### config.mk
export PLATFORM = sky130hd
export DESIGN_NAME = axi4_lite_cfg_master
export DESIGN_NICKNAME = d
export VERILOG_FILES = /design/src/rtl/axi4_lite_cfg_master.sv
export SDC_FILE = /design/constraint.sdc
export NUM_CORES = 1
export LEC_CHECK = 0
export BUFFER_PORTS_ARGS = -buffer_cell sky130_fd_sc_hd__buf_2
export CAP_MARGIN = 20
export CORE_MARGIN = 1.5
export CORE_UTILIZATION = 42
export DETAILED_ROUTE_END_ITERATION = 10
export GPL_TIMING_DRIVEN = 0
export HOLD_SLACK_MARGIN = 0.03
export PLACE_DENSITY = 0.74
export SYNTH_ARGS = -nofsm -noshare
export SYNTH_HDL_FRONTEND = slang
export SYNTH_SLANG_ARGS = --single-unit
export TNS_END_PERCENT = 1
### constraint.sdc
create_clock -name ACLK -period 2 [get_ports ACLK]
set_clock_uncertainty 0.15 [all_clocks]
set_input_delay 0.2 -clock ACLK [delete_from_list [all_inputs] [get_ports ACLK]]
set_output_delay 0.2 -clock ACLK [all_outputs]
set_load 0.1 [all_outputs]
### src/rtl/axi4_lite_cfg_master.sv
// AXI4-Lite initiator for the camera configuration register port.
// One outstanding command; a per-state watchdog converts a hung slave into an error response.
module axi4_lite_cfg_master #(
    parameter int ADDR_WIDTH     = 8,
    parameter int DATA_WIDTH     = 32,
    parameter int TIMEOUT_CYCLES = 1024
) (
    input  logic                    ACLK,
    input  logic                    reset,
    input  logic                    cmd_valid,
    output logic                    cmd_ready,
    input  logic                    cmd_write,
    input  logic [ADDR_WIDTH-1:0]   cmd_addr,
    input  logic [DATA_WIDTH-1:0]   cmd_wdata,
    input  logic [DATA_WIDTH/8-1:0] cmd_wstrb,
    output logic                    rsp_valid,
    input  logic                    rsp_ready,
    output logic [DATA_WIDTH-1:0]   rsp_rdata,
    output logic [1:0]              rsp_resp,
    output logic                    rsp_timeout,
    output logic [ADDR_WIDTH-1:0]   AWADDR,
    output logic [2:0]              AWPROT,
    output logic                    AWVALID,
    input  logic                    AWREADY,
    output logic [DATA_WIDTH-1:0]   WDATA,
    output logic [DATA_WIDTH/8-1:0] WSTRB,
    output logic                    WVALID,
    input  logic                    WREADY,
    input  logic [1:0]              BRESP,
    input  logic                    BVALID,
    output logic                    BREADY,
    output logic [ADDR_WIDTH-1:0]   ARADDR,
    output logic [2:0]              ARPROT,
    output logic                    ARVALID,
    input  logic                    ARREADY,
    input  logic [DATA_WIDTH-1:0]   RDATA,
    input  logic [1:0]              RRESP,
    input  logic                    RVALID,
    output logic                    RREADY
);

    localparam int WD_W = (TIMEOUT_CYCLES > 0) ? $clog2(TIMEOUT_CYCLES + 1) : 1;
    localparam logic [WD_W-1:0] WD_LAST = WD_W'((TIMEOUT_CYCLES > 0) ? TIMEOUT_CYCLES - 1 : 0);

    typedef enum logic [2:0] {IDLE, WR, WR_RESP, RD_ADDR, RD_DATA, RSP} state_t;

    state_t          state;
    logic            aw_done, w_done;
    logic [WD_W-1:0] wdog;
    logic            aw_hs, w_hs, aw_fin, w_fin;
    logic            progress, waiting, wd_expired, abort;

    assign AWPROT = 3'b000;
    assign ARPROT = 3'b000;

    assign aw_hs  = AWVALID & AWREADY;
    assign w_hs   = WVALID & WREADY;
    assign aw_fin = aw_done | aw_hs;
    assign w_fin  = w_done | w_hs;

    // progress = the handshake that leaves the current wait state happens this edge
    always_comb begin
        progress = 1'b0;
        waiting  = 1'b1;
        case (state)
            WR:      progress = aw_fin && w_fin;
            WR_RESP: progress = BVALID && BREADY;
            RD_ADDR: progress = ARVALID && ARREADY;
            RD_DATA: progress = RVALID && RREADY;
            default: waiting  = 1'b0;
        endcase
    end

    assign wd_expired = (TIMEOUT_CYCLES != 0) && (wdog == WD_LAST);
    assign abort      = waiting && !progress && wd_expired;

    always_ff @(posedge ACLK) begin
        if (reset) begin
            state       <= IDLE;
            cmd_ready   <= 1'b0;
            rsp_valid   <= 1'b0;
            rsp_rdata   <= '0;
            rsp_resp    <= '0;
            rsp_timeout <= 1'b0;
            AWADDR      <= '0;
            AWVALID     <= 1'b0;
            WDATA       <= '0;
            WSTRB       <= '0;
            WVALID      <= 1'b0;
            BREADY      <= 1'b0;
            ARADDR      <= '0;
            ARVALID     <= 1'b0;
            RREADY      <= 1'b0;
            aw_done     <= 1'b0;
            w_done      <= 1'b0;
            wdog        <= '0;
        end else if (abort) begin
            // Deliberately drops VALID mid-handshake; only reached with a hung slave.
            AWVALID     <= 1'b0;
            WVALID      <= 1'b0;
            BREADY      <= 1'b0;
            ARVALID     <= 1'b0;
            RREADY      <= 1'b0;
            rsp_valid   <= 1'b1;
            rsp_timeout <= 1'b1;
            rsp_resp    <= 2'b10;
            rsp_rdata   <= '0;
            state       <= RSP;
        end else begin
            if (waiting)
                wdog <= progress ? '0 : wdog + 1'b1;
            case (state)
                IDLE: begin
                    cmd_ready <= 1'b1;
                    if (cmd_valid && cmd_ready) begin
                        cmd_ready <= 1'b0;
                        wdog      <= '0;
                        if (cmd_write) begin
                            AWADDR  <= cmd_addr;
                            WDATA   <= cmd_wdata;
                            WSTRB   <= cmd_wstrb;
                            AWVALID <= 1'b1;
                            WVALID  <= 1'b1;
                            aw_done <= 1'b0;
                            w_done  <= 1'b0;
                            state   <= WR;
                        end else begin
                            ARADDR  <= cmd_addr;
                            ARVALID <= 1'b1;
                            state   <= RD_ADDR;
                        end
                    end
                end
                WR: begin
                    if (aw_hs) begin
                        AWVALID <= 1'b0;
                        aw_done <= 1'b1;
                    end
                    if (w_hs) begin
                        WVALID <= 1'b0;
                        w_done <= 1'b1;
                    end
                    if (progress) begin
                        BREADY <= 1'b1;
                        state  <= WR_RESP;
                    end
                end
                WR_RESP: if (progress) begin
                    BREADY      <= 1'b0;
                    rsp_valid   <= 1'b1;
                    rsp_resp    <= BRESP;
                    rsp_rdata   <= '0;
                    rsp_timeout <= 1'b0;
                    state       <= RSP;
                end
                RD_ADDR: if (progress) begin
                    ARVALID <= 1'b0;
                    RREADY  <= 1'b1;
                    state   <= RD_DATA;
                end
                RD_DATA: if (progress) begin
                    RREADY      <= 1'b0;
                    rsp_valid   <= 1'b1;
                    rsp_rdata   <= RDATA;
                    rsp_resp    <= RRESP;
                    rsp_timeout <= 1'b0;
                    state       <= RSP;
                end
                RSP: if (rsp_ready) begin
                    // cmd_ready rises here so the next command can land one edge later
                    rsp_valid <= 1'b0;
                    cmd_ready <= 1'b1;
                    state     <= IDLE;
                end
                default: state <= IDLE;
            endcase
        end
    end

endmodule

Word-level counts from Yosys, hierarchy flattened. Cells that the tools add are included.

Equal/unequal tests: 24. Add/sub/neg operators: 1. Reductions and logical operators: 38. Shifts and indexed selects: 0. Divide/modulo/power cells: 0. Bitwise operators: 6. Multipliers: 0. Mux-type cells: 48. $lt $le $gt $ge: 0.

Operators with widths (number): two-way mux 32 bit (2); case mux 32 bit (2 select lines) (1); two-way mux 11 bit (4); != test 2 bit (second input constant) (10); AND reduction 4 bit (5); AND reduction 5 bit (4); two-way mux 1 bit (19); two-way mux 3 bit (6); != test 3 bit (second input constant) (6); case mux 1 bit (2 select lines) (9); AND reduction 3 bit (6); nonzero test 2 bit (8); case mux 3 bit (5 select lines) (1); adder 11 x 1 -> 11 bit (second input constant) (1); equality test 11 x 10 -> 1 bit (second input constant) (1); two-way mux 2 bit (4); logical AND 1 bit (7); equality test 3 x 2 -> 1 bit (second input constant) (2); equality test 3 bit (second input constant) (2); nonzero test 3 bit (2); case mux 1 bit (4 select lines) (1); case mux 2 bit (2 select lines) (1); OR reduction 2 bit (2); OR reduction 4 bit (1); 9 further kinds (12).

Register bits after elaboration: 110. Input port bits: 90. Memory bits (writable): 0. ROM bits: 0. Output and inout port bits: 100. Memories kept: 0. Latch bits: 0.

Longest topological paths before layout. Gate-level depths: netlist (run 1).

Depth after elaboration: 9. Depth in mapped cells: 10.

Worst setup path before layout (run 1). Ideal clock, no wire load.

Kind: flip-flop to flip-flop. Start point: register WVALID. End point: register rsp_rdata[0]. Path buffers: 3. Arrival: 2.169 ns. Slack: -0.385 ns. Library setup time: 0.066 ns. Cell stages (with the launch flop): 10. Cells stage by stage: dfxtp_1 > a21oi_1 > nand4bb_1 > and4_1 > buf_6 > nand2_2 > nand2b_1 > buf_6 > buf_6 > nor2_2.

Cells in the longest elaborated chain, start to end: 8.

Ends and longest elaborated chain: start, declared (line 27) `output logic WVALID,`; start signal, assigned (line 89) `WVALID <= 1'b0;`; start signal, assigned (line 100) `WVALID <= 1'b0;`; start signal, assigned (line 123) `WVALID <= 1'b1;`; bitwise AND 1 bit (*) (line 57) `assign w_hs = WVALID & WREADY;`; bitwise OR 1 bit (*) (line 59) `assign w_fin = w_done | w_hs;`; logical AND 1 bit (*) (line 66) `WR: progress = aw_fin && w_fin;`; case mux 1 bit (4 select lines) (*) (line 65) `case (state)`; zero test 1 bit (line 75) `assign abort = waiting && !progress && wd_expired;`; logical AND 1 bit (2 in a row) (line 75); OR reduction 2 bit (no line); end signal, assigned (line 82) `rsp_rdata <= '0;`; end signal, assigned (line 107) `rsp_rdata <= '0;`; end signal, assigned (line 152) `rsp_rdata <= '0;`; end, declared (line 18) `output logic [DATA_WIDTH-1:0] rsp_rdata,`.

Every way passes the cells marked *; elsewhere a longest branch is shown, timed or not. A chain may end at the register's enable or synchronous reset.

Final worst setup path (run 1).
Start point: register state[1]. End point: register wdog[5].

Cells in the longest elaborated chain, start to end: 6.

Ends and longest elaborated chain: start, declared (line 47) `state_t state;`; start signal, assigned (line 79) `state <= IDLE;`; start signal, assigned (line 108) `state <= RSP;`; start signal, assigned (line 126) `state <= WR;`; equality test 3 bit, or another cell as far along (line 65); case mux 1 bit (4 select lines) or OR reduction 4 bit (tied branches); two-way mux 11 bit or two-way mux 1 bit (tied branches) (line 111, 65); two-way mux 11 bit (line 110) `if (waiting)`; two-way mux 11 bit (line 115) `if (cmd_valid && cmd_ready) begin`; two-way mux 11 bit (line 112) `case (state)`; end signal, assigned (line 111) `wdog <= progress ? '0 : wdog + 1'b1;`; end, declared (line 49) `logic [WD_W-1:0] wdog;`.

Parallel ways exist; a longest one is shown, timed or not.

==> results by group, run 1 <==
Global route
  • Vias in the first global route: 4614
  • Pin count of the biggest net entering global routing: 19
  • GRT Overall Usage: 24.59%
  • First-pass GRT wire length: 22000 um
  • Antenna violations before repair: 0
  • Total gr overflow: 0

Power
  • Power per cell area: 779.2 nW/um^2
  • Max VDD drop: 0.5772 mV
  • P_leak: 2.944 nW
  • Tot Pwr: 5.184 mW

Die
  • Die height: 104.3 um
  • Row count: 36
  • Die ar.: 10880 um^2
  • Die X-Extent: 104.3 um
  • Initial Util: 43.70%
  • CORE AREA: 9864 um^2
  • IO Count: 190

Detailed routing
  • Routed met2 length: 7038 um
  • Via count: 4679
  • Drt initial violations: 328
  • M1 WL: 5777 um
  • DRT Pass-1 Iters: 5
  • ANT nets after route: 0
  • Met3 WL: 1012 um
  • Remaining DRCs: 0
  • Drt wl/cell: 15.29 um
  • Highest routed layer: met4
  • Post-Route WL: 14070 um
  • Vias per std cell: 5.086

Worst setup path
  • R2r worst-path depth: 9
  • CP required: 2.11 ns
  • Worst-path maximum fanout: 10
  • WP data arrival: 2.07 ns
  • Slowest cell on crit path: dfxtp_2
  • CP Launch Type: register
  • Reg2Reg Setup Slack: 0.04 ns
  • FF-to-FF Start: state[1]
  • Setup CP Type: reg -> reg
  • CP endpoint kind: register
  • Critical Path Max Stage Delay: 0.37 ns
  • Worst path cell trace: buf_8, nor2_4, buf_4, xnor2_4, nand4_1, buf_4, a211oi_2, xnor2_1, nor2_1
  • Critical Path Most Common Cell: buf_4
  • Worst r2r dst: wdog[5]
  • CP Launch Point: state[1]

Final layout
  • Most frequent cells in the layout: buf_2, nand2_1, dfxtp_1
  • Area growth, synth to finish: 54.34%
  • # fillers: 753
  • N_diodes: 0
  • Share of cells above drive strength 1: 36.59%
  • Nets: 875
  • Most common cell after layout, fill and taps aside: buf_2

Clocking
  • H-tree Lvls: 3
  • Clock buffer count from CTS: 9
  • Root Buffer: clkbuf_8
  • Clk sinks: 110
  • Clk_lat worst skew: 0.36 ns
  • CTS tree: yes
  • CTS clk-pin slew, worst paths: 0.10 ns
  • Clk buf depth: 2

Synthesis
  • Yosys cell types: 46
  • Async set or reset register ratio after synthesis: 0%
  • Synthesized instance count: 496
  • Mapped Area: 4310 um^2
  • EDFF count, synth: 0
  • Yosys warnings: 0
  • #FFs+latches synth: 110
  • Seq/Total Area, Yosys: 51.09%
  • Top_reg_cell synth: dfxtp_1
  • Syn Area/Cell: 8.690 um^2

Run
  • Number of max-cap violations: 0

Timing
  • Hold Violations, Final: 0
  • WHS: 0.04561 ns
  • Max-slew violation count: 0
  • RSZ-0062 raised after global routing: yes
  • # setup viols final: 0
  • Worst Tran Pin Value: 0.5869 ns
  • Worst setup margin: 0.03992 ns
  • Setup TNS Final: 0 ns
  • Achievable clock frequency: 510.2 MHz
  • Tcrit/Tclk final: 98.00%
  • Final min period: 1.960 ns
  • Relative slew slack: 60.87%

Min path
  • Hold endpoint: w_done
  • HP Start: WREADY
  • Hold Path Cell Cnt: 3
  • Hold WC Path Type: in -> reg

Placement
  • DP HPWL: 8840 um
  • GP Congestion: 0.8910
  • IO buf count: 182
  • Setup WS pre-CTS: -0.2014 ns

Run status
  • Status: completed
timing repair:
action	in CTS	in global routing
endpoints found under the setup margin	87	84
gates cloned	0	2
hold buffers	80	0
buffers inserted	2	6
hold endpoints to repair	88	0
gates resized for setup	14	46
pin swaps	2	8
worst max-delay path: cells and delay by family (launching register included):
family | cells | cell delay [ns]
AOI/OAI and AO/OA | 1 | 0.22
xor gates and xnor gates | 2 | 0.38
buffers and inverters | 3 | 0.50
DFF | 1 | 0.37
and+or+nand+nor | 3 | 0.25
area by class of cell:
class                      instances  area (um^2)  area share [%]
buffer                            38        286.5           4.307
clock buffer                       9        123.9           1.862
clock inverter                     5        66.31          0.9968
inverter                           2        7.507          0.1128
multi-input combinational        351         2011           30.22
sequential                       110         2210           33.21
tap                              133        166.4           2.501
timing repair buffer             272         1782           26.78
cells by family (layout without fill, tap and decap cells):
| group | count (synthesis) | count (layout) | synth area share (%) |
|---|---|---|---|
| AND/OR/NAND/NOR | 211 | 211 | 22.53 |
| AO/OA/AOI/OAI | 113 | 113 | 16.11 |
| flip-flops | 110 | 110 | 51.09 |
| buffers and inverters | 40 | 326 | 5.283 |
| multiplexers | 11 | 11 | 2.613 |
| XOR/XNOR | 9 | 9 | 2.003 |
| adder cells (fa/ha/maj) | 1 | 1 | 0.2902 |
| other | 1 | 6 | 0.08700 |
per-layer routing:
metal  up-vias  global-route usage (%)
met2       208                   44.88
met1      2194                   28.15
met4         0                   8.333
li1       2253                       -
met3        24                   5.326
met5         -                       0
through the flow:
step                instances  area, um^2  utilization, %
finish                    920        6653           67.44
global route              920        6653           67.44
CTS                       912        6451           65.40
detailed placement        816        5409           54.83
global placement          816        5409           54.83
floorplan                 501        4332               -
where the power goes:
part	switching [mW]	internal [mW]
combinational	1.02	0.469
clock	0.756	0.584
sequential	0.0732	2.28
how the worst max path moves through the flow:
| stage | endpoint | slack, ns | cells after the start |
|---|---|---|---|
| final | wdog[5] | 0.04 | 9 |
| after global routing | wdog[5] | -0.07 | 7 |
| after CTS | rsp_rdata[6] | -0.02 | 9 |
| after detailed placement | rsp_rdata[2] | -0.20 | 6 |
| after global placement | rsp_rdata[8] | -0.15 | 6 |
| after floorplan | rsp_rdata[0] | -0.37 | 9 |
sequential cells by signal, summed over array words and instances (netlist names), 2 cells and up:
| register | flops |
|---|---|
| WDATA | 32 |
| rsp_rdata | 32 |
| wdog | 11 |
| ARADDR | 8 |
| AWADDR | 8 |
| WSTRB | 4 |
| state | 3 |
| rsp_resp | 2 |
synthesized netlist by cell type, types with 2 or more instances:
master / number / area, um^2
buf_4: 8 / 60.06
mux2i_1: 9 / 90.09
o211ai_1: 3 / 22.52
buf_2: 8 / 40.04
a211oi_2: 2 / 25.02
nand2_1: 109 / 409.1
nor3_1: 5 / 25.02
nor2_1: 46 / 172.7
and2_1: 3 / 18.77
a41oi_1: 2 / 17.52
a31oi_1: 3 / 18.77
buf_6: 5 / 56.30
xnor2_1: 4 / 35.03
nand2b_1: 2 / 12.51
o21ai_0: 5 / 25.02
nor2_2: 21 / 131.4
xor2_1: 4 / 35.03
clkbuf_1: 16 / 60.06
and4_1: 2 / 17.52
dfxtp_1: 110 / 2202
mux2_2: 2 / 22.52
nand4_1: 5 / 31.28
and3_1: 2 / 12.51
inv_1: 2 / 7.510
a22oi_1: 32 / 240.2
nand3_1: 6 / 30.03
a21oi_1: 61 / 305.3
Power figures use the tool's default switching activity.
==> run 2: changes to the inputs <==
--- a/config.mk
+++ b/config.mk
@@ -5,14 +5,14 @@
 export SDC_FILE = /design/constraint.sdc
 export NUM_CORES = 1
 export LEC_CHECK = 0
+export ABC_AREA = 1
 export BUFFER_PORTS_ARGS = -buffer_cell sky130_fd_sc_hd__buf_2
 export CAP_MARGIN = 20
-export CORE_MARGIN = 1.5
-export CORE_UTILIZATION = 42
+export CORE_UTILIZATION = 43
 export DETAILED_ROUTE_END_ITERATION = 10
 export GPL_TIMING_DRIVEN = 0
 export HOLD_SLACK_MARGIN = 0.03
-export PLACE_DENSITY = 0.74
+export PLACE_DENSITY = 0.75
 export SYNTH_ARGS = -nofsm -noshare
 export SYNTH_HDL_FRONTEND = slang
 export SYNTH_SLANG_ARGS = --single-unit
==> results by group, run 2 <==
Run status
  • Status: finished, violations left
  • Failing checks: DRC

Detailed routing
  • Drt initial violations: 321 (-2.1%)
  • Via count: 4986 (+6.6%)
  • ANT nets after route: 0 (unchanged)
  • Post-Route WL: 13810 um (-1.8%)
  • DRT Pass-1 Iters: 9 (+4)
  • Vias per std cell: 4.922 (-3.2%)
  • Remaining DRCs: 1 (+1)
  • Drt wl/cell: 13.64 um (-11%)

Worst setup path
  • Critical Path Most Common Cell: nand2_4
  • Setup CP Type: reg -> reg
  • Worst path cell trace: ha_4, nand2_4, nor3_4, nand3_2, inv_2, nand2_4, nand2_4, buf_8, buf_12, a21oi_2
  • Slowest cell on crit path: dfxtp_4
  • Worst-path maximum fanout: 10 (unchanged)
  • CP Launch Type: register
  • Worst path top cell family by delay: simple AND/OR/NAND/NOR gates
  • Critical Path Max Stage Delay: 0.39 ns (+0.02 ns)
  • CP required: 2.11 ns (about the same)
  • WP data arrival: 2.03 ns (-0.04 ns)
  • CP endpoint kind: register
  • Critical path buffer and inverter count: 3 (unchanged)

Clocking
  • CTS tree: yes
  • Clk_lat worst skew: 0.37 ns (about the same)
  • Clock buffer count from CTS: 9 (unchanged)
  • Root Buffer: clkbuf_8
  • Clk buf depth: 2 (unchanged)
  • CTS clk-pin slew, worst paths: 0.10 ns (about the same)
  • H-tree Lvls: 3 (unchanged)
  • Clk sinks: 110 (unchanged)

Timing
  • # setup viols final: 0 (unchanged)
  • WHS: 0.06652 ns (+0.02091 ns)
  • Setup TNS Final: 0 ns (unchanged)
  • Max-slew violation count: 0 (unchanged)
  • Hold Violations, Final: 0 (unchanged)
  • Achievable clock frequency: 521.0 MHz (+2.1%)
  • Relative slew slack: 66.04% (+5.2 points)
  • RSZ-0062 raised after global routing: yes
  • Worst setup margin: 0.08071 ns (+0.04079 ns)
  • Worst Tran Pin Value: 0.5130 ns (-0.07390 ns)
  • Final min period: 1.919 ns (-0.04079 ns)
  • Tcrit/Tclk final: 95.96% (-2.0 points)

Global route
  • Total gr overflow: 0 (unchanged)
  • GRT Overall Usage: 26.19% (+1.6 points)
  • Antenna violations before repair: 0 (unchanged)
  • Pin count of the biggest net entering global routing: 18 (-1)
  • M2 GR Usage: 46.72% (+1.8 points)
  • Met3 Usage GRT: 7.997% (+2.7 points)
  • First-pass GRT wire length: 21610 um (-1.8%)
  • GRT Max-Usage Layer: met2
  • Vias in the first global route: 4827 (+4.6%)
  • Met1 Use GR: 28.99% (+0.84 points)

Die
  • Initial Util: 44.70% (+1.0 points)
  • Row count: 36 (unchanged)
  • Die ar.: 10660 um^2 (-2.0%)
  • Die height: 103.3 um (-1.0%)
  • CORE AREA: 9864 um^2 (unchanged)
  • Die X-Extent: 103.3 um (-1.0%)
  • IO Count: 190 (unchanged)

Synthesis
  • Yosys warnings: 0 (unchanged)
  • Synthesized instance count: 598 (+21%)
  • Commonest cells in the netlist: nor2_1, nand2_1, dfxtp_1
  • EDFF count, synth: 0 (unchanged)
  • Yosys cell types: 28 (-39%)
  • Top_reg_cell synth: dfxtp_1
  • #FFs+latches synth: 110 (unchanged)
  • Async set or reset register ratio after synthesis: 0% (unchanged)
  • Mapped Area: 4409 um^2 (+2.3%)
  • Synth area leaders: dfxtp_1, nor2_1, nand2_1, o21ai_0, a21oi_1
  • Syn Area/Cell: 7.373 um^2 (-15%)
  • Count leader, synth: nor2_1
  • Synth top area share: 49.94% (-1.1 points)
  • Largest area contributor in the netlist: dfxtp_1
  • Seq/Total Area, Yosys: 49.94% (-1.1 points)

Final layout
  • Area growth, synth to finish: 49.91%
  • Non-Filler Instances: 1013 (+10%)
  • Design area: 6610 um^2 (-0.64%)
  • Final Core Density: 67.01% (-0.43 points)
  • Most frequent cells in the layout: buf_2, nor2_1, nand2_1
  • Most common cell after layout, fill and taps aside: buf_2
  • Nets: 966 (+10%)
  • Share of cells above drive strength 1: 30.80% (-5.8 points)
  • Top flop regs: WDATA: 32 flops, rsp_rdata: 32 flops, wdog: 11 flops
  • N_diodes: 0 (unchanged)

Power
  • Max VDD drop: 0.7051 mV (+22%)
  • P_leak: 3.107 nW (+5.5%)
  • Tot Pwr: 6.917 mW (+33%)
  • Power per cell area: 1046 nW/um^2 (+34%)

Run
  • Number of max-cap violations: 0 (unchanged)

Placement
  • Placed Cells: 918 (+13%)
  • Setup WS pre-CTS: -0.1853 ns (+0.01613 ns)
  • GP Congestion: 0.8710 (-2.2%)
  • DP HPWL: 8929 um (+1.0%)
  • Area after DPL: 5508 um^2 (+1.8%)
  • IO buf count: 182 (unchanged)

Min path
  • Hold WC Path Type: in -> reg
==> run 2: path summary, 6_finish.rpt <==
| check | start | to | slack, ns | cells past startpoint |
|---|---|---|---|---|
| max reg2reg | wdog[0] | rsp_rdata[3] | 0.08 | 10 |
| max | wdog[0] | rsp_rdata[3] | 0.08 | 10 |
| min | reset | wdog[5] | 0.07 | 2 |
| min reg2reg | rsp_rdata[6] | rsp_rdata[6] | 0.31 | 2 |
==> run 2: worst reg2reg max path, stage by stage, from the launching register on <==
cell	delay, ns
dfxtp_4	0.39
ha_4	0.17
nand2_4	0.07
nor3_4	0.28
nand3_2	0.14
inv_2	0.10
nand2_4	0.10
nand2_4	0.09
buf_8	0.14
buf_12	0.14
a21oi_2	0.04
==> run 2: layout make-up <==
class / instances / area (um^2)
Tap cell: 133 / 166.4
Sequential cell: 110 / 2221
Buffer: 33 / 196.4
Fill cell: 800 / 3254
Multi-Input combinational cell: 418 / 1964
Timing Repair Buffer: 261 / 1694
Inverter: 42 / 158.9
Clock buffer: 12 / 155.1
Clock inverter: 4 / 53.80
==> run 2: what timing repair did <==
item,CTS,global route
setup endpoints to repair,80,86
hold endpoints to repair,84,0
gates resized for setup,14,48
buffers inserted,1,2
hold buffers,76,0
cloned,0,0
pin swaps,3,6
==> run 2: cells by family (layout without fill, tap and decap cells) <==
logic type	after synthesis	count (layout)	share of synthesized area [%]
adders and majority gates	1	1	0.2837
other	1	6	0.08505
DFF	110	110	49.94
and+or+nand+nor	297	297	28.24
muxes	1	1	0.2554
AOI/OAI and AO/OA	113	113	13.73
buffers and inverters	75	352	7.463
==> run 2: report_power, final <==
part           internal (mW)  switching (mW)
clock                  0.654           0.757
combinational          0.653            2.26
sequential              2.43           0.157
total                   3.74            3.18
==> run 2: per-layer routing <==
metal / vias up / wire (um)
met3: 37 / 1002
met5: - / 0
li1: 2446 / -
met1: 2295 / 5406
met4: 0 / 363
met2: 208 / 7041
==> run 3: changes to the inputs <==
--- a/config.mk
+++ b/config.mk
@@ -12,7 +12,7 @@
 export DETAILED_ROUTE_END_ITERATION = 10
 export GPL_TIMING_DRIVEN = 0
 export HOLD_SLACK_MARGIN = 0.03
-export PLACE_DENSITY = 0.75
+export PLACE_DENSITY = 0.82
 export SYNTH_ARGS = -nofsm -noshare
 export SYNTH_HDL_FRONTEND = slang
 export SYNTH_SLANG_ARGS = --single-unit
==> results by group, run 3 (same netlist as run 2, synthesis figures left out) <==
Run status
  • Status: completed

Final layout
  • N_diodes: 0 (unchanged)
  • Nets: 969 (+0.31%)
  • Design area: 6596 um^2 (-0.21%)
  • Most common cell after layout, fill and taps aside: buf_2
  • Final Core Density: 66.87% (-0.14 points)
  • Area growth, synth to finish: 49.60%
  • Non-Filler Instances: 1016 (+0.30%)
  • Top flop regs: WDATA: 32 flops, rsp_rdata: 32 flops, wdog: 11 flops
  • Most frequent cells in the layout: buf_2, nor2_1, nand2_1
  • Share of cells above drive strength 1: 30.69% (-0.10 points)

Timing
  • Setup TNS Final: 0 ns (unchanged)
  • Achievable clock frequency: 517.9 MHz (-0.60%)
  • WHS: 0.05441 ns (-0.01211 ns)
  • Final min period: 1.931 ns (+0.01160 ns)
  • Tcrit/Tclk final: 96.54% (+0.58 points)
  • Hold Violations, Final: 0 (unchanged)
  • RSZ-0062 raised after global routing: yes
  • Relative slew slack: 65.04% (-1.0 points)
  • # setup viols final: 0 (unchanged)
  • Worst Tran Pin Value: 0.5280 ns (+0.01503 ns)
  • Max-slew violation count: 0 (unchanged)
  • Worst setup margin: 0.06911 ns (-0.01160 ns)

Placement
  • DP HPWL: 8547 um (-4.3%)
  • Area after DPL: 5508 um^2 (unchanged)
  • IO buf count: 182 (unchanged)
  • Placed Cells: 918 (unchanged)
  • Setup WS pre-CTS: -0.1569 ns (+0.02835 ns)
  • GP Congestion: 0.8848 (+1.6%)

Die
  • Row count: 36 (unchanged)
  • IO Count: 190 (unchanged)
  • CORE AREA: 9864 um^2 (unchanged)
  • Die height: 103.3 um (unchanged)
  • Die X-Extent: 103.3 um (unchanged)
  • Initial Util: 44.70% (unchanged)
  • Die ar.: 10660 um^2 (unchanged)

Worst setup path
  • R2r worst-path depth: 10 (unchanged)
  • CP required: 2.14 ns (+0.03 ns)
  • Setup CP Type: reg -> reg
  • CP endpoint kind: register
  • Slowest cell on crit path: dfxtp_4
  • Worst path cell trace: nor2_4, inv_1, nor2_2, inv_2, nor2_4, nand2_2, buf_2, clkbuf_2, o21ai_0, nor2_1
  • Critical Path Max Stage Delay: 0.38 ns (about the same)
  • CP Launch Type: register
  • Worst-path maximum fanout: 10 (unchanged)
  • Reg2Reg Setup Slack: 0.07 ns (about the same)
  • Critical Path Most Common Cell: nor2_4
  • WP data arrival: 2.07 ns (+0.04 ns)

Detailed routing
  • Drt wl/cell: 14.00 um (+2.7%)
  • DRT Pass-1 Iters: 5 (-4)
  • ANT nets after route: 0 (unchanged)
  • Post-Route WL: 14230 um (+3.0%)
  • Drt initial violations: 326 (+1.6%)
  • Vias per std cell: 4.904 (-0.38%)
  • Remaining DRCs: 0 (-1)
  • Via count: 4982 (-0.080%)

Power
  • Max VDD drop: 0.8399 mV (+19%)
  • P_leak: 3.089 nW (-0.58%)
  • Power per cell area: 1037 nW/um^2 (-0.92%)
  • Tot Pwr: 6.838 mW (-1.1%)

Global route
  • Antenna violations before repair: 0 (unchanged)
  • Total gr overflow: 0 (unchanged)
  • Pin count of the biggest net entering global routing: 20 (+2)
  • Vias in the first global route: 4668 (-3.3%)
  • GRT Overall Usage: 26.07% (-0.12 points)
  • First-pass GRT wire length: 21390 um (-1.0%)

Min path
  • Hold WC Path Type: in -> reg
  • Hold Path Cell Cnt: 5 (+3)

Clocking
  • Clk buf depth: 2 (unchanged)
  • CTS tree: yes
  • Root Buffer: clkbuf_8
  • CTS clk-pin slew, worst paths: 0.11 ns (about the same)
  • Clk sinks: 110 (unchanged)
  • H-tree Lvls: 3 (unchanged)
  • Clock buffer count from CTS: 9 (unchanged)
  • Clk_lat worst skew: 0.38 ns (about the same)

Run
  • Number of max-cap violations: 0 (unchanged)
run 3: report_power, final:
group | switching, mW | total (mW) | internal (mW)
Clock | 0.809 | 1.29 | 0.482
Sequential | 0.157 | 2.59 | 2.43
Combinational | 2.29 | 2.96 | 0.666
run 3: timing repair:
action / CTS / global route
buffers inserted: 3 / 3
endpoints found under the hold margin: 84 / 0
hold buffers: 76 / 0
setup endpoints to repair: 59 / 87
resized for setup: 12 / 37
pin swaps: 2 / 4
cloned: 0 / 0
run 3: path summary, 6_finish.rpt:
path,from,endpoint
worst max register to register,state[0],WDATA[31]
worst max-delay path,state[0],WDATA[31]
worst min-delay path,BRESP[1],rsp_resp[1]
worst min register to register,rsp_rdata[13],rsp_rdata[13]
run 3: final cells by class:
| cell class | count | area [um^2] |
|---|---|---|
| Fill cell | 813 | 3268 |
| Sequential cell | 110 | 2218 |
| Multi-Input combinational cell | 418 | 1962 |
| Timing Repair Buffer | 264 | 1717 |
| Buffer | 33 | 190.2 |
| Tap cell | 133 | 166.4 |
| Inverter | 42 | 161.4 |
| Clock buffer | 10 | 127.6 |
| Clock inverter | 6 | 53.80 |
run 3: critical path, delay by kind of cell, from the launching register on:
| kind | cells | cell delay [ns] |
|---|---|---|
| AOI/OAI and AO/OA | 1 | 0.22 |
| buffers and inverters | 4 | 0.53 |
| and+or+nand+nor | 5 | 0.56 |
| DFF | 1 | 0.38 |
run 3: layer usage:
layer  vias to the layer above  wire (um)  GRT usage, %
met5                         -          0             0
met4                         0        502         13.54
met3                        47        994         7.124
met2                       233       7079         45.54
met1                      2247       5652         29.11
li1                       2455          -             -
